<file path="src/rtl/midi_note_decoder_pkg.sv">
// MIDI protocol constants, decoder state encoding and message-length helper
// shared by the note decoder and its bench.
package midi_defs;

  localparam logic [3:0] NOTE_OFF    = 4'h8;
  localparam logic [3:0] NOTE_ON     = 4'h9;
  localparam logic [3:0] POLY_PRESS  = 4'hA;
  localparam logic [3:0] CC          = 4'hB;
  localparam logic [3:0] PROG_CHANGE = 4'hC;
  localparam logic [3:0] CH_PRESSURE = 4'hD;
  localparam logic [3:0] PITCH_BEND  = 4'hE;

  localparam logic [6:0] CC_ALL_SOUND_OFF = 7'd120;
  localparam logic [6:0] CC_ALL_NOTES_OFF = 7'd123;

  localparam logic [7:0] SYSEX_START = 8'hF0;
  localparam logic [7:0] RT_FIRST    = 8'hF8;

  typedef enum logic [1:0] {
    S_IDLE    = 2'd0,
    S_WAIT_D1 = 2'd1,
    S_WAIT_D2 = 2'd2,
    S_SYSEX   = 2'd3
  } state_t;

  function automatic logic [1:0] data_len(input logic [3:0] status_hi);
    return (status_hi == PROG_CHANGE || status_hi == CH_PRESSURE) ? 2'd1 : 2'd2;
  endfunction

endpackage

</file>
<file path="src/rtl/midi_note_decoder_if.sv">
// Byte-stream input and note-event output bundle of the MIDI note decoder.
interface midi_note_decoder_if;
  logic       byte_rdy;
  logic [7:0] byte_in;
  logic [3:0] ch;
  logic       note_on;
  logic       note_off;
  logic [6:0] note;
  logic [6:0] velocity;
  logic       all_off;

  modport master (output byte_rdy, byte_in, ch,
                  input  note_on, note_off, note, velocity, all_off);
  modport slave  (input  byte_rdy, byte_in, ch,
                  output note_on, note_off, note, velocity, all_off);
endinterface

</file>
<file path="src/rtl/midi_note_decoder.sv">
// Turns a MIDI byte stream into single-cycle note-on/note-off/all-off events,
// with running status, channel filtering, realtime pass-over and SysEx skipping.
module midi_note_decoder
  import midi_defs::*;
#(
  parameter bit OMNI      = 1'b0,
  parameter bit ALLOFF_CC = 1'b1
) (
  input logic                 clk,
  input logic                 rst_n,
  midi_note_decoder_if.slave  bus
);

  state_t     state;
  logic [3:0] status_hi;
  logic       match;
  logic [6:0] d1;
  logic       note_on_r;
  logic       note_off_r;
  logic       all_off_r;
  logic [6:0] note_r;
  logic [6:0] vel_r;

  logic [6:0] data_b;
  assign data_b = bus.byte_in[6:0];

  always_ff @(posedge clk or negedge rst_n) begin
    if (!rst_n) begin
      state      <= S_IDLE;
      status_hi  <= 4'h0;
      match      <= 1'b0;
      d1         <= 7'd0;
      note_on_r  <= 1'b0;
      note_off_r <= 1'b0;
      all_off_r  <= 1'b0;
      note_r     <= 7'd0;
      vel_r      <= 7'd0;
    end else begin
      note_on_r  <= 1'b0;
      note_off_r <= 1'b0;
      all_off_r  <= 1'b0;
      if (bus.byte_rdy) begin
        if (!bus.byte_in[7]) begin
          case (state)
            S_WAIT_D1: begin
              d1 <= data_b;
              // One-byte messages never emit; stay here so running status repeats them.
              if (data_len(status_hi) == 2'd2)
                state <= S_WAIT_D2;
            end
            S_WAIT_D2: begin
              state <= S_WAIT_D1;
              if (match) begin
                case (status_hi)
                  NOTE_ON: begin
                    note_on_r  <= (data_b != 7'd0);
                    note_off_r <= (data_b == 7'd0);
                    note_r     <= d1;
                    vel_r      <= data_b;
                  end
                  NOTE_OFF: begin
                    note_off_r <= 1'b1;
                    note_r     <= d1;
                    vel_r      <= data_b;
                  end
                  CC: begin
                    all_off_r <= ALLOFF_CC &&
                                 (d1 == CC_ALL_SOUND_OFF || d1 == CC_ALL_NOTES_OFF);
                  end
                  default: ;
                endcase
              end
            end
            default: ;
          endcase
        end else if (bus.byte_in < RT_FIRST) begin
          // Realtime bytes (F8..FF) fall through untouched, even mid-message.
          if (bus.byte_in == SYSEX_START) begin
            status_hi <= 4'h0;
            state     <= S_SYSEX;
          end else if (bus.byte_in > SYSEX_START) begin
            status_hi <= 4'h0;
            state     <= S_IDLE;
          end else begin
            status_hi <= bus.byte_in[7:4];
            match     <= OMNI || (bus.byte_in[3:0] == bus.ch);
            state     <= S_WAIT_D1;
          end
        end
      end
    end
  end

  assign bus.note_on  = note_on_r;
  assign bus.note_off = note_off_r;
  assign bus.all_off  = all_off_r;
  assign bus.note     = note_r;
  assign bus.velocity = vel_r;

endmodule

</file>
<file path="src/flat_wrapper.sv">
// flat-port wrapper written by rule: the top's interface ports become plain ports
module midi_note_decoder_flat import midi_defs::*;
#(
  parameter bit OMNI      = 1'b0,
  parameter bit ALLOFF_CC = 1'b1
)
  (clk, rst_n, bus_byte_rdy, bus_byte_in, bus_ch, bus_note_on, bus_note_off, bus_note, bus_velocity, bus_all_off);
  midi_note_decoder_if bus_i ();
  input logic clk;
  input logic rst_n;
  input wire logic [$bits(bus_i.byte_rdy)-1:0] bus_byte_rdy;
  input wire logic [$bits(bus_i.byte_in)-1:0] bus_byte_in;
  input wire logic [$bits(bus_i.ch)-1:0] bus_ch;
  output wire logic [$bits(bus_i.note_on)-1:0] bus_note_on;
  output wire logic [$bits(bus_i.note_off)-1:0] bus_note_off;
  output wire logic [$bits(bus_i.note)-1:0] bus_note;
  output wire logic [$bits(bus_i.velocity)-1:0] bus_velocity;
  output wire logic [$bits(bus_i.all_off)-1:0] bus_all_off;
  assign bus_i.byte_rdy = bus_byte_rdy;
  assign bus_i.byte_in = bus_byte_in;
  assign bus_i.ch = bus_ch;
  assign bus_note_on = bus_i.note_on;
  assign bus_note_off = bus_i.note_off;
  assign bus_note = bus_i.note;
  assign bus_velocity = bus_i.velocity;
  assign bus_all_off = bus_i.all_off;
  midi_note_decoder #(.OMNI(OMNI), .ALLOFF_CC(ALLOFF_CC)) u_core (.clk(clk), .rst_n(rst_n), .bus(bus_i));
endmodule
</file>
<file path="config.mk">
export PLATFORM = sky130hd
export DESIGN_NAME = midi_note_decoder_flat
export DESIGN_NICKNAME = d
export VERILOG_FILES = /design/src/rtl/midi_note_decoder_pkg.sv /design/src/rtl/midi_note_decoder_if.sv /design/src/rtl/midi_note_decoder.sv /design/src/flat_wrapper.sv
export SDC_FILE = /design/constraint.sdc
export NUM_CORES = 1
export LEC_CHECK = 0
export ABC_AREA = 1
export CAP_MARGIN = 0
export CORE_ASPECT_RATIO = 1.2
export CORE_MARGIN = 2
export CORE_UTILIZATION = 50
export DETAILED_ROUTE_END_ITERATION = 16
export GPL_TIMING_DRIVEN = 0
export HOLD_SLACK_MARGIN = 0.06
export PLACE_DENSITY_LB_ADDON = 0.1
export SLEW_MARGIN = 20
export SYNTH_ARGS = -nofsm -noshare
export SYNTH_HDL_FRONTEND = slang
export SYNTH_SLANG_ARGS = --single-unit
</file>
<file path="constraint.sdc">
create_clock -name clk -period 2.6 [get_ports clk]
set_input_delay 0.26 -clock clk [delete_from_list [all_inputs] [get_ports clk]]
set_output_delay 0.26 -clock clk [all_outputs]
set_load 0.005 [all_outputs]
</file>
==> run metrics <==
result of the run finished, final reports clean; port bufs 31; peak clock frequency supported by timing 678.3 MHz; static leakage power 0.8845 nW; number of cells in the finished layout apart from fillers 233; FF+latch count, synth 31; total setup violations reported at the end of the flow 0; crit path cell chain clkdlybuf4s50_1; pre-CTS worst setup slack 1.001 ns; critical path's slowest cell sky130_fd_sc_hd__clkdlybuf4s50_1; weighted congestion reported at the end of routability-driven placement 0.8254; initial antenna violation count 0; top cell type's share of synthesized area 54.58%; final design utilization 67.62%; RSZ-0062 raised after global routing no; post-CTS setup-driven buffer insertion count 0; buffers and inverters on the worst path 1; CTS buffer count 5; most area-hungry cell type in the Yosys netlist sky130_fd_sc_hd__dfrtp_1; number of cell rows 21; core region area 2759 µm²; power density over cell area 675.2 nW/µm²; DR vias/cell 5.000; mapped cell area 1421 µm²; # DRC 0; cells resized by post-CTS repair 0; type of the worst min-delay path reg2reg; vias after detailed routing 1165; Hold Worst Slack 0.4763 ns; Longest Clk Path Bufs 2; clock tree from TritonCTS yes; diodes inserted 0; post-synth cell types 19; number of global-route vias before repair 1183; Least-Margin Pin Slew 0.6731 ns; Arrival @ worst endpoint 1.21 ns; synthesized net count 174; die span in x 52.67 µm; total gr overflow 0; reg-to-reg slack, setup 1.36 ns; clk root buf sky130_fd_sc_hd__clkbuf_4; category of the worst setup path launch point flip-flop; fin worst setup slack 1.126 ns; wire per inst 12.34 µm; total power 1.260 mW; synth top area cells sky130_fd_sc_hd__dfrtp_1 (55%), sky130_fd_sc_hd__nand2_1 (11%), sky130_fd_sc_hd__o21ai_2 (4.9%), sky130_fd_sc_hd__inv_1 (4.8%), sky130_fd_sc_hd__o21ai_0 (3.5%); Clock Sinks 31; initial cell density of the core 51.52%; Skew-Pair Late Insertion Delay 0.33 ns; Worst Path Class, Setup reg2out; final clock period utilization by the worst path 56.70%; GRT Resource Usage Total 20.96%; fin crit period 1.474 ns; count of nets left with antenna violations after detail routing 0; Seq/Total Area, Yosys 54.58%; Max stage delay on crit path 0.51 ns; register clock-pin slew on the reported worst setup and hold paths 0.10 ns; maximum vdd drop 0.0004874 V; layout cell share with drive strength beyond 1 14.57%; area of placed instances 1769 µm²; max-slew headroom at the worst pin 55.13%; H-tree depth 2; final HPWL from detailed placement 2214 µm; overall die height 62.41 µm; pin count of the biggest net entering global routing 32; number of iterations in the first detailed-routing pass 4; final slew viol count 0; number of DRC markers in iteration 0 24; wire length of the first global-routing pass 5009 µm; cell count after placement 224; num ports 32; area enclosed by the die boundary 3287 µm²; final non-filler cell area 1866 µm²; Final Skew 0.008785 ns; area delta synth->final 31.25%; data required time at the worst endpoint 2.34 ns; count of endpoints failing hold in the final timing report 0; # hold bufs at CTS 1; dominant delay contributor by cell family on the critical path buffers and inverters; Post-Synthesis Mean Instance Area 8.939 µm²; number of instances in the synthesized netlist 159; Crit Path Max Fanout 2; Max-Cap Viols 0; Layout Nets 213; kind of end point of the critical path output pin; filler cell count 243; DRT Wirelength 2875 µm; number of warnings printed during yosys synthesis 0; summed negative setup slack over all endpoints 0 ns
## where the power goes
group	total (mW)	internal (mW)	switching, mW	leakage, nW
sequential	0.625	0.564	0.0608	0.411
combinational	0.244	0.106	0.138	0.425
clock	0.391	0.227	0.164	0.0482
total	1.26	0.897	0.363	0.885
## cell usage in the layout (no fill, tap or decap)
master / Yosys / final
sky130_fd_sc_hd__clkdlybuf4s50_1: 0 / 30
sky130_fd_sc_hd__inv_2: 1 / 1
sky130_fd_sc_hd__nor2b_2: 1 / 1
sky130_fd_sc_hd__dlygate4sd3_1: 0 / 1
sky130_fd_sc_hd__nand3_1: 9 / 9
sky130_fd_sc_hd__o21ai_0: 10 / 10
sky130_fd_sc_hd__nand2_1: 43 / 43
sky130_fd_sc_hd__a21oi_1: 2 / 2
sky130_fd_sc_hd__xor2_1: 4 / 4
sky130_fd_sc_hd__nor2_2: 2 / 2
sky130_fd_sc_hd__o21ai_2: 8 / 8
sky130_fd_sc_hd__nor2_1: 9 / 9
sky130_fd_sc_hd__nor3_1: 3 / 3
sky130_fd_sc_hd__nand2_2: 2 / 2
sky130_fd_sc_hd__dfrtp_1: 31 / 31
sky130_fd_sc_hd__o21ai_1: 8 / 8
sky130_fd_sc_hd__nand3_2: 2 / 2
sky130_fd_sc_hd__inv_1: 18 / 18
sky130_fd_sc_hd__nor3b_1: 1 / 1
sky130_fd_sc_hd__buf_2: 0 / 1
sky130_fd_sc_hd__clkinv_2: 0 / 1
sky130_fd_sc_hd__clkbuf_4: 0 / 5
sky130_fd_sc_hd__buf_6: 4 / 4
sky130_fd_sc_hd__clkbuf_8: 0 / 1
sky130_fd_sc_hd__o211ai_1: 1 / 1
sky130_fd_sc_hd__bufinv_16: 0 / 1
## sequential cells by signal, summed over array words and instances, names as in the netlist
register / flops
u_core.bus.all_off: 1
u_core.bus.note: 7
u_core.bus.note_off: 1
u_core.bus.note_on: 1
u_core.bus.velocity: 7
u_core.d1: 7
u_core.match: 1
u_core.state: 2
u_core.status_hi: 4
## synthesized netlist by cell type, drive strengths merged
master / instances
dfrtp: 31
nor3b: 1
nor2b: 1
o211ai: 1
a21oi: 2
buf: 4
nand2: 45
nand3: 11
xor2: 4
inv: 19
nor3: 3
nor2: 11
o21ai: 26
## final cells by class
type	instances	area [µm²]	area share, %
clock buffer	6	51.30	2.750
clock inverter	2	35.03	1.878
tap	34	42.54	2.280
inverter	19	71.32	3.823
buffer	4	45.04	2.414
sequential	31	775.7	41.58
multi-input combinational	105	529.3	28.37
timing repair buffer	32	315.3	16.90
## final timing paths
kind	from	endpoint	depth (start not counted)
hold / removal	u_core.state[0]	u_core.state[0]	2
min in group asynchronous	rst_n	u_core.bus.velocity[6]	2
max in group asynchronous	rst_n	u_core.bus.note[0]	2
setup reg to reg	u_core.state[0]	u_core.bus.velocity[6]	7
setup / recovery	u_core.bus.velocity[6]	bus_velocity[6]	1
hold reg to reg	u_core.state[0]	u_core.state[0]	2
## routing by layer
metal	global-route usage (%)	part of all wire (%)	vias to the layer above
li1	-	-	586
met1	24.08	41	535
met2	35.94	51	39
met3	5.742	5.5	5
met4	8.013	1.8	0
met5	0	0	-
## cells by family (layout without fill, tap and decap cells)
logic type	after synthesis	count (layout)	share of synthesized area [%]
AND/OR/NAND/NOR	72	72	22.27
flip-flops	31	31	54.58
AO/OA/AOI/OAI	29	29	12.50
buffers and inverters	23	63	8.186
XOR/XNOR	4	4	2.465
(Power assumes the default switching activity.)
